`config.mk`:
```
export PLATFORM = sky130hd
export DESIGN_NAME = ram_arbiter
export DESIGN_NICKNAME = d
export VERILOG_FILES = /design/src/rtl/cpu_types_pkg.sv /design/src/rtl/rr_picker.sv /design/src/rtl/ram_arbiter.sv
export SDC_FILE = /design/constraint.sdc
export NUM_CORES = 1
export LEC_CHECK = 0
export ABC_AREA = 1
export CAP_MARGIN = 15
export CORE_AREA = 8 8 154 156
export DETAILED_ROUTE_END_ITERATION = 8
export DIE_AREA = 0 0 162 164
export GPL_TIMING_DRIVEN = 0
export PLACE_DENSITY_LB_ADDON = 0.08
export SYNTH_ARGS = -nofsm -noshare
export SYNTH_HDL_FRONTEND = slang
export SYNTH_SLANG_ARGS = --single-unit
```
`constraint.sdc`:
```
create_clock -name CLK -period 2.25 [get_ports CLK]
set_input_delay 0.5625 -clock CLK [delete_from_list [all_inputs] [get_ports CLK]]
set_output_delay 0.5625 -clock CLK [all_outputs]
set_load 0.01 [all_outputs]
```
`src/rtl/cpu_types_pkg.sv`:
```
// Shared types for the memory-side arbitration logic.
//   ramstate_t  : handshake state reported by the RAM port
//   arb_state_t : ram_arbiter FSM states
//   REQ_*       : default requester slot assignment
package cpu_types_pkg;

  typedef enum logic [1:0] {
    FREE   = 2'd0,
    BUSY   = 2'd1,
    ACCESS = 2'd2,
    ERROR  = 2'd3
  } ramstate_t;

  typedef enum logic [1:0] {
    IDLE    = 2'd0,
    XFER    = 2'd1,
    RELEASE = 2'd2
  } arb_state_t;

  // Default requester mapping onto the arbiter slots.
  localparam int REQ_I0 = 0;  // cpu0 icache
  localparam int REQ_D0 = 1;  // cpu0 dcache
  localparam int REQ_I1 = 2;  // cpu1 icache
  localparam int REQ_D1 = 3;  // cpu1 dcache

endpackage

```
`src/rtl/rr_picker.sv`:
```
// Combinational round-robin select, shared with the snoop-bus arbiter.
// Ports:
//   active   : one bit per requester wanting service
//   prio_ptr : index that has highest priority this round
//   found    : at least one requester is active
//   winner   : first active index scanning prio_ptr, prio_ptr+1, ... mod NREQ
module rr_picker #(
  parameter int NREQ = 4
) (
  input  logic [NREQ-1:0]         active,
  input  logic [$clog2(NREQ)-1:0] prio_ptr,
  output logic                    found,
  output logic [$clog2(NREQ)-1:0] winner
);

  localparam int IW = $clog2(NREQ);

  always_comb begin
    // NOTE: every output gets a default before the loop so no path leaves it
    // unassigned; otherwise synthesis would infer a latch.
    found  = |active;
    winner = '0;
    // Scan from the farthest offset down so the nearest active index to
    // prio_ptr is written last and wins. IW-bit addition wraps modulo NREQ.
    for (int i = NREQ - 1; i >= 0; i--) begin
      if (active[prio_ptr + IW'(i)]) winner = prio_ptr + IW'(i);
    end
  end

endmodule

```
`src/rtl/ram_arbiter.sv`:
```
// Round-robin arbiter sharing one RAM port among NREQ cache requesters.
// A grant covers a 1- or 2-word burst; priority rotates past the granted
// requester after every finished grant (completion, error or abort).
// Ports:
//   CLK, nRST                : clock, asynchronous active-low reset
//   req_ren/req_wen          : per-requester read/write request (write wins)
//   req_burst                : 0 = one word, 1 = two words (addr, addr+4)
//   req_addr/req_wdata       : per-requester start address / live write data
//   req_wait                 : low for exactly one cycle per completed beat
//   req_err                  : one-cycle pulse when the RAM reports ERROR
//   req_rdata                : RAM read data passed through during a grant
//   gnt_valid/gnt_idx        : grant active / granted requester
//   ramREN/ramWEN/ramaddr/ramstore/ramload/ramstate : RAM port
module ram_arbiter
  import cpu_types_pkg::*;
#(
  parameter int NREQ = 4,
  parameter int AW   = 32,
  parameter int DW   = 32
) (
  input  logic                           CLK,
  input  logic                           nRST,
  input  logic [NREQ-1:0]                req_ren,
  input  logic [NREQ-1:0]                req_wen,
  input  logic [NREQ-1:0]                req_burst,
  input  logic [NREQ-1:0][AW-1:0]        req_addr,
  input  logic [NREQ-1:0][DW-1:0]        req_wdata,
  output logic [NREQ-1:0]                req_wait,
  output logic [NREQ-1:0]                req_err,
  output logic [DW-1:0]                  req_rdata,
  output logic                           gnt_valid,
  output logic [$clog2(NREQ)-1:0]        gnt_idx,
  output logic                           ramREN,
  output logic                           ramWEN,
  output logic [AW-1:0]                  ramaddr,
  output logic [DW-1:0]                  ramstore,
  input  logic [DW-1:0]                  ramload,
  input  ramstate_t                      ramstate
);

  localparam int IW = $clog2(NREQ);

  arb_state_t      state_q, state_d;
  logic [IW-1:0]   prio_q, prio_d;
  logic [IW-1:0]   gnt_q, gnt_d;
  logic            beat_q, beat_d;
  logic [AW-1:0]   base_q, base_d;
  logic            wr_q, wr_d;
  logic            two_q, two_d;   // burst of two words latched at grant

  logic [NREQ-1:0] active;
  logic            found;
  logic [IW-1:0]   winner;
  logic            live;           // granted requester still requesting

  assign active = req_ren | req_wen;
  assign live   = active[gnt_q];

  rr_picker #(.NREQ(NREQ)) u_pick (
    .active   (active),
    .prio_ptr (prio_q),
    .found    (found),
    .winner   (winner)
  );

  assign gnt_valid = (state_q == XFER);
  assign gnt_idx   = gnt_q;

  always_comb begin
    state_d   = state_q;
    prio_d    = prio_q;
    gnt_d     = gnt_q;
    beat_d    = beat_q;
    base_d    = base_q;
    wr_d      = wr_q;
    two_d     = two_q;
    ramREN    = 1'b0;
    ramWEN    = 1'b0;
    ramaddr   = '0;
    ramstore  = '0;
    req_rdata = '0;
    req_wait  = '1;
    req_err   = '0;

    case (state_q)
      IDLE: begin
        if (found) begin
          gnt_d   = winner;
          base_d  = req_addr[winner];
          wr_d    = req_wen[winner];
          two_d   = req_burst[winner];
          beat_d  = 1'b0;
          state_d = XFER;
        end
      end

      XFER: begin
        // Address wraps modulo 2^AW by plain truncation.
        ramaddr   = base_q + {{(AW-3){1'b0}}, beat_q, 2'b00};
        ramstore  = req_wdata[gnt_q];
        req_rdata = ramload;
        if (!live) begin
          // Requester gave up: enables stay low this cycle, no wait pulse.
          state_d = RELEASE;
          prio_d  = gnt_q + 1'b1;
        end else begin
          ramWEN = wr_q;
          ramREN = !wr_q;
          if (ramstate == ACCESS) begin
            req_wait[gnt_q] = 1'b0;
            beat_d          = beat_q + 1'b1;
            if (beat_q == two_q) begin
              state_d = RELEASE;
              prio_d  = gnt_q + 1'b1;
            end
          end else if (ramstate == ERROR) begin
            req_err[gnt_q] = 1'b1;
            state_d        = RELEASE;
            prio_d         = gnt_q + 1'b1;
          end
        end
      end

      RELEASE: state_d = IDLE;

      default: state_d = IDLE;
    endcase
  end

  always_ff @(posedge CLK or negedge nRST) begin
    // NOTE: non-blocking assignments here so every flop samples the values
    // from before the edge, independent of statement order.
    if (!nRST) begin
      state_q <= IDLE;
      prio_q  <= '0;
      gnt_q   <= '0;
      beat_q  <= 1'b0;
      base_q  <= '0;
      wr_q    <= 1'b0;
      two_q   <= 1'b0;
    end else begin
      state_q <= state_d;
      prio_q  <= prio_d;
      gnt_q   <= gnt_d;
      beat_q  <= beat_d;
      base_q  <= base_d;
      wr_q    <= wr_d;
      two_q   <= two_d;
    end
  end

endmodule

```
==> metrics.csv <==
metric,value,unit
Max Transition Viols Final,0,
Seq cells post-synth,41,
syn avg cell area,5.17,um2
antenna-violating nets left,0,
multi-input gate area in the final layout,4600,um2
CTS tree,built,
worst skew pair latency,280,ps
Worst EP arrival,2040,ps
fin nets,1908,
"Req. time, crit path",1690,ps
Finished Layout Cells,1884,
Final Skew,4.83,ps
vias in the first global route,8610,
Layout area overhead,119,%
crit path kind,reg2out,
clock sink count,41,
MaxCap Viol Count,0,
HPWL Detailed,26600,um
r2r worst-path depth,15,
power density cells,1240,nW/um2
vias,8781,
post-synthesis sequential area ratio,18.3,%
hold buffer count at cts,0,
Worst-Margin Slew,569,ps
placed cells,1775,
Ports,413,
FILL cells,2143,
first-pass GRT wire length,49400,um
grt ovf,0,
RSZ-0062 raised after global routing,yes,
slew margin rel.,62.0,%
count of cell types in the netlist,33,
Die ar.,26600,um2
Post-Synthesis Cell Area,5600,um2
Initial DRT Pass Iterations,5,
Final period util,116,%
initial antenna violation count,7,
crit-path max FO,4,
DRT iter0 DRCs,484,
overall power,15.1,mW
Die Span Y,164,um
Startpoint Class,flip-flop,
CTS Buffer Depth,2,
input/output buffers,412,
share of cells above drive strength 1,28.1,%
Post-Synthesis Cells,1082,
failing checks,negative setup slack,
register area,1050,um2
Total GRT Usage,23.7,%
VDD IR max,0.682,mV
crit path time final,2600,ps
Avg Vias per Cell,4.66,
row cnt,54,
core region area,21400,um2
Fin. Hold Viols,0,
cts bufs inserted,5,
H-Tree Depth,2,
root buffer cell,clkbuf_16,
initial core utilization,26.2,%
outcome,finished with violations,
Setup crit end kind,output port,
placer congestion estimate,0.933,
Finish-stage setup viols,47,
synth warn,0,
Post-Route WL,34700,um
Syn Nets,1392,
Die X,162,um
"CTS clk-pin slew, worst paths",60,ps
largest net degree at the start of global routing,26,
drt drc,0,
FMAX,384,MHz
Leak,6.08,nW
final setup margin,-353,ps
wire per inst,18.4,um
Tightest Hold Check Type,in2async,
cell usage in the layout (no fill, tap or decap), types with 34 or more instances in the layout:
cell,synthesis,layout
inv_1,178,162
clkdlybuf4s50_1,0,296
buf_4,4,73
buf_2,8,57
nand2_1,244,207
nand3_1,126,115
nor2_1,214,147
o21ai_1,1,55
nor2_4,1,36
a21oi_1,47,38
nor2_2,2,34
buf_6,2,42
registers in the layout (all words and copies together), names as in the netlist:
register and cells:
base_q 32, gnt_idx 2, prio_q 2, state_q 2, beat_q 1, two_q 1
wr_q 1
power breakdown:
| group | total [mW] | switching [mW] | internal, mW |
|---|---|---|---|
| registers | 1.73 | 0.555 | 1.17 |
| logic | 12.6 | 7.02 | 5.54 |
| clock network | 0.826 | 0.300 | 0.526 |
timing repair:
action | in CTS | in global routing
gates cloned | 3 | 7
setup endpoints to repair | 145 | 116
gates resized for setup | 631 | 257
pin swaps | 67 | 116
buffers inserted | 56 | 36
stage by stage:
stage                     setup WS (ps)  setup TNS (ps)  instance area [um2]  hold WS (ps)  utilization (%)
final                              -353           -6650                12200           219             57.3
after global routing               -414          -11520                12200           256             57.3
after CTS                          -320           -6750                11300           228             52.9
after detailed placement           -968          -81170                10100           469             47.2
after global placement             -978         -103070                10100           472             47.2
after floorplan                    12.1               0                 5600           267                -
final timing paths:
check	slack (ps)	from	to
max reg2reg	100	prio_q[0]	base_q[11]
min reg2reg	480	base_q[0]	base_q[0]
max	-350	beat_q	ramaddr[30]
max in group asynchronous	1530	nRST	base_q[15]
min in group CLK	480	base_q[0]	base_q[0]
min	220	nRST	base_q[11]
synthesized netlist by cell type:
cell	count	area share, %
inv_2	3	0.20
or2_1	13	1.5
dfrtp_1	41	18
o21ai_1	1	0.089
buf_1	5	0.34
nand3_1	126	11
buf_4	4	0.54
a32oi_1	1	0.16
o21ai_0	76	6.8
xnor2_1	9	1.4
nor4_1	4	0.45
or2_2	2	0.22
o211ai_1	13	1.7
nand3_2	1	0.18
clkbuf_1	42	2.8
inv_1	178	12
clkinv_1	1	0.067
ha_1	6	1.3
nor2_1	214	14
nor2_2	2	0.22
nand2_2	2	0.22
nand4_1	8	0.89
nand2_1	244	16
nor3_1	16	1.4
xor2_1	6	0.94
a31oi_1	1	0.11
nor3b_1	1	0.13
o21a_1	3	0.40
buf_6	2	0.40
nor2_4	1	0.20
clkbuf_2	1	0.089
a21oi_1	47	4.2
buf_2	8	0.72
routing by layer:
metal	global-route usage (%)	vias up	part of all wire, %
met5	0	-	0.069
met2	43.8	322	52
li1	-	4391	-
met4	7.41	4	2.7
met3	6.02	46	7.5
met1	26.1	4018	38
layout make-up:
cell class              count  share of cell area [%]
well taps                 280                    2.86
clock buffers               6                    1.05
multi-input cells         797                    37.6
inverters                 182                    5.74
flip-flops and latches     41                    8.58
plain buffers              61                    4.94
clock inverters             2                   0.317
repair buffers            510                    38.8
diodes                      5                   0.102
worst max-delay path: stages (launching register included):
cell and delay, ps:
dfrtp_2 430, ha_4 180, ha_4 150, nand3_4 100, buf_4 160, nor2_4 120
nand2_2 80, or2_4 230, a21oi_2 130, buf_4 160
cells by family after synthesis:
kind of cell	count (synthesis)	share of synthesized area [%]
simple gates	634	47.4
buf+inv	244	17.1
compound gates	142	13.5
flops	41	18.3
xor+xnor	15	2.35
fa+ha+maj	6	1.34
(Power assumes the default switching activity.)
==> RTL edit 1: new RTL, same flow settings <==
`NREQ` is set to 4 in 2 places; all go to 2.
--- a/src/rtl/rr_picker.sv
+++ b/src/rtl/rr_picker.sv
@@ -6,5 +6,5 @@
 //   winner   : first active index scanning prio_ptr, prio_ptr+1, ... mod NREQ
 module rr_picker #(
-  parameter int NREQ = 4
+  parameter int NREQ = 2
 ) (
   input  logic [NREQ-1:0]         active,
--- a/src/rtl/ram_arbiter.sv
+++ b/src/rtl/ram_arbiter.sv
@@ -15,5 +15,5 @@
   import cpu_types_pkg::*;
 #(
-  parameter int NREQ = 4,
+  parameter int NREQ = 2,
   parameter int AW   = 32,
   parameter int DW   = 32
Interface: changed (8 resized); port bits go from 413 to 274. The function was not compared with the original's and may differ.
==> RTL edit 1 against the unedited design <==
The flow still finishes with violations (setup timing); cell count is 35% lower; design area shrank 41%; synthesized area down 35%; die area unchanged; setup slack improved by 200 ps; sequential cell count is 2 lower; first-iteration DRC count shrank 62%; wire length down 39%; non-clock buffer count is 232 lower; power shrank 50%; critical path type unchanged; largest cell class unchanged.
==> RTL edit 1: results (changes against the unedited design) <==
stage	metric	value	unit	change
status	status	complete, but fails checks		
status	violations	setup timing		
global_route	track_usage	0.152		-0.0846
place	dpl.hpwl	17.7	mm	-33%
detailed_routing	drt_pass1_iterations	4		-1
place	dp_worst_setup_slack	-764	ps	+204 ps
setup_path	arrival	1840	ps	-200 ps
setup_path	cpPeakStageDelay	440	ps	
place	port-buffer-count	273		-34%
global_route	grt_pass1_vias	5180		-40%
global_route	met3_usage	0.0386		-0.0216
detailed_routing	wl_met3	1.42	mm	-45%
detailed_routing	routed-wl-met2	11.0	mm	-39%
setup_path	r2r_start	state_q[0]$_DFFE_PN0P_		
place	gp_congestion	0.791		-15%
setup_path	path_delay_family	simple AND/OR/NAND/NOR gates		
sta	slew_headroom	0.728		+0.108
detailed_routing	vias	5104		-42%
sta	clock_skew	9.05	ps	+4.22 ps
sta	setup_viol	10		-79%
detailed_routing	drt-met1-wl	8.73	mm	-33%
yosys	synth_nets	807		-42%
setup_path	reg2reg_slack	570	ps	+470 ps
detailed_routing	initialDrtViolationCount	183		-62%
yosys	synth_area_leaders	dfrtp_1 (27%), nand2_1 (18%), nor2_1 (15%)		
global_route	antenna_found_initial	2		-5
sta	setup_tns	-753	ps	+5890 ps
sta	worst_slack	-154	ps	+199 ps
yosys	synthAdderAreaFrac	0.00693		-0.00649
setup_path	worst-r2r-cell-count	7		-8
pwr	vdd_drop_max	0.000320	V	-53%
yosys	ys_top_cells_by_count	nand2_1 (178), nor2_1 (141), inv_1 (76), o21ai_0 (48), a21oi_1 (45)		
detailed_routing	wl_per_cell	17.3	um	-6.1%
final_layout	nets	1123		-41%
setup_path	r2r_end	base_q[26]$_DFFE_PN0P_		
final_layout	reg_top3	base_q (32), state_q (2)		
yosys	syn_avg_cell_area	5.69	um^2	+10%
global_route	grt_util_met2	0.278		-0.160
detailed_routing	vias_per_cell	4.14		-11%
global_route	grt_pass1_wl	31.0	mm	-37%
final_layout	stdcell_area	7260	um^2	-41%
final_layout	drive_gt1_frac	0.261		-0.0200
place	place_area	6710	um^2	-33%
yosys	synth_cell_types	26		-21%
yosys	synth_xor_area_frac	0.0121		-0.0113
yosys	seq_area_frac_synth	0.270		+0.0868
==> RTL edit 1: changes by cell type in the layout (fill, tap and decap cells not counted), moves of 33 or more <==
| cell | unedited run | this run |
|---|---|---|
| nor2_1 | 147 | 104 |
| clkdlybuf4s50_1 | 296 | 163 |
| o21ai_1 | 55 | 4 |
| buf_4 | 73 | 40 |
| inv_1 | 162 | 69 |
| nand2_1 | 207 | 154 |
| nand3_1 | 115 | 17 |
==> RTL edit 1: layout make-up <==
class | count | area [um^2]
antenna | 3 | 7.51
multi-input combinational | 483 | 2490
sequential | 39 | 986
clock buffer | 6 | 139
timing repair buffer | 309 | 2690
fill | 2399 | 14100
clock inverter | 1 | 5.00
inverter | 83 | 320
tap | 280 | 350
buffer | 30 | 270
==> RTL edit 1: worst min path at each step <==
stage,startpoint,end,slack [ps]
after floorplan,nRST,base_q[0]$_DFFE_PN0P_,270
after global placement,prio_q$_DFFE_PN0P_,prio_q$_DFFE_PN0P_,500
after detailed placement,prio_q$_DFFE_PN0P_,prio_q$_DFFE_PN0P_,500
after CTS,nRST,base_q[7]$_DFFE_PN0P_,210
after global routing,nRST,base_q[7]$_DFFE_PN0P_,230
final,nRST,base_q[7]$_DFFE_PN0P_,200
==> RTL edit 1: what timing repair did <==
item	CTS	global route
buffers inserted	20	15
gates cloned	0	0
pin swaps	12	26
setup endpoints to repair	103	75
gates resized for setup	274	171
endpoints found under the hold margin	0	0
==> RTL edit 1: report_power, final <==
group | switching, mW | internal, mW | leakage (nW) | total (mW)
Combinational | 3.13 | 2.28 | 2.94 | 5.41
Sequential | 0.400 | 1.08 | 0.464 | 1.48
Clock | 0.296 | 0.434 | 0.0727 | 0.729
Total | 3.83 | 3.79 | 3.48 | 7.62
==> RTL edit 2: new RTL, config.mk and constraints unchanged <==
Without the edit above. Reset style: synchronous (`nRST`), changed in one clocked block. Comments in the files are not updated.
--- a/src/rtl/ram_arbiter.sv
+++ b/src/rtl/ram_arbiter.sv
@@ -128,5 +128,5 @@
   end
 
-  always_ff @(posedge CLK or negedge nRST) begin
+  always_ff @(posedge CLK) begin
     // NOTE: non-blocking assignments here so every flop samples the values
     // from before the edge, independent of statement order.
Formal check against the unedited RTL: differs if nRST is asserted again (counterexample within 4 cycles, from zero or initial values and one cycle with nRST low); with nRST held inactive, the same outputs for 4 cycles.
==> RTL edit 2 against the unedited design <==
The flow still finishes with violations (setup timing); synthesized cell count grew 1.3%; design area shrank 6.5%; setup slack worse by 190 ps; synthesized area decreased by 2.6%; wire length is 5.0% higher; sequential cell count stayed put; register-to-register slack improved by 160 ps; hold slack better by 350 ps; critical endpoint is now ramaddr[24]; largest cell class unchanged; highest routed layer unchanged.
Power is not compared: it rests on default switching activity, and its combinational part moved more than twofold at a synthesized area within 25%.
==> RTL edit 2: results (changes against the unedited design) <==
stage	metric	value	unit	change
place	placed_cells	1788		+0.73%
yosys	ys_top_cells_by_count	nor2_1 (247), nand2_1 (186), inv_1 (182), nand3_1 (130), a21oi_1 (81)		
detailed_routing	vias	8914		+1.5%
yosys	synthArstFlopShare	0		-1.00
place	dpl.hpwl	29.3	mm	+10%
setup_path	slowest_stage	dfxtp_2		
global_route	grt_start_max_net_pins	14		-46%
sta	setup_viol	26		-45%
final_layout	num-fill-cells	2263		+5.6%
final_layout	seq_cell_count	41		unchanged
status	status	complete, but fails checks		
final_layout	diodes	7		+2
final_layout	drive_gt1_frac	0.253		-0.0275
status	violations	setup timing		
detailed_routing	initialDrtViolationCount	555		+15%
yosys	synth_area_leaders	nor2_1 (17%), dfxtp_1 (15%), nand2_1 (13%)		
final_layout	multi_input_gates	799		+0.25%
hold_path	min_path_type	reg -> reg		
yosys	syn_area	5450	um^2	-2.6%
place	dp_worst_setup_slack	-1180	ps	-213 ps
yosys	seq_area_frac_synth	0.150		-0.0328
final_layout	buf_share	0.437		-0.00129
sta	clock_skew	4.29	ps	-0.540 ps
setup_path	cpPeakStageDelay	350	ps	-80 ps
sta	worst_slack	-540	ps	-187 ps
detailed_routing	wl_per_cell	19.4	um	+5.5%
-- RTL edit 2: cell count changes in the layout (fill, tap and decap cells not counted), sizes merged, moves of 15 or more --
cell | before | now
nand2 | 246 | 188
dfrtp | 41 | 0
dfxtp | 0 | 41
nor2 | 217 | 252
a21oi | 47 | 81
dlygate4sd2 | 30 | 3
buf | 188 | 166
dlymetal6s2s | 1 | 19
or2 | 15 | 0
-- RTL edit 2: worst paths after layout --
check / start / slack, ps / cells past startpoint / end
min reg2reg: base_q[0]$_SDFFE_PN0P_ / 570 / 4 / base_q[0]$_SDFFE_PN0P_
max reg2reg: prio_q[1]$_SDFFE_PN0P_ / 260 / 17 / base_q[7]$_SDFFE_PN0P_
max: base_q[2]$_SDFFE_PN0P_ / -540 / 14 / ramaddr[24]
min: base_q[0]$_SDFFE_PN0P_ / 570 / 4 / base_q[0]$_SDFFE_PN0P_
-- RTL edit 2: repair_timing --
| action | in CTS | in global routing |
|---|---|---|
| endpoints found under the setup margin | 145 | 139 |
| buffers inserted | 39 | 32 |
| gates cloned | 0 | 3 |
| pin swaps | 24 | 70 |
| gates resized for setup | 481 | 290 |
-- RTL edit 2: cell families (layout without fill, tap and decap cells) --
kind of cell,after synthesis,count (layout),synth area share
buffers and inverters,256,747,0.187
adder cells (fa/ha/maj),6,6,0.0138
XOR/XNOR,11,11,0.0177
AO/OA/AOI/OAI,177,177,0.165
flip-flops,41,41,0.150
AND/OR/NAND/NOR,605,605,0.466
other,0,7,0
-- RTL edit 2: layer usage --
metal | track usage | vias up | share of wire
met4 | 0.0665 | 4 | 0.028
met1 | 0.303 | 4042 | 0.41
met5 | 0 | - | 0.00066
met2 | 0.428 | 370 | 0.47
li1 | - | 4438 | -
met3 | 0.0757 | 60 | 0.089
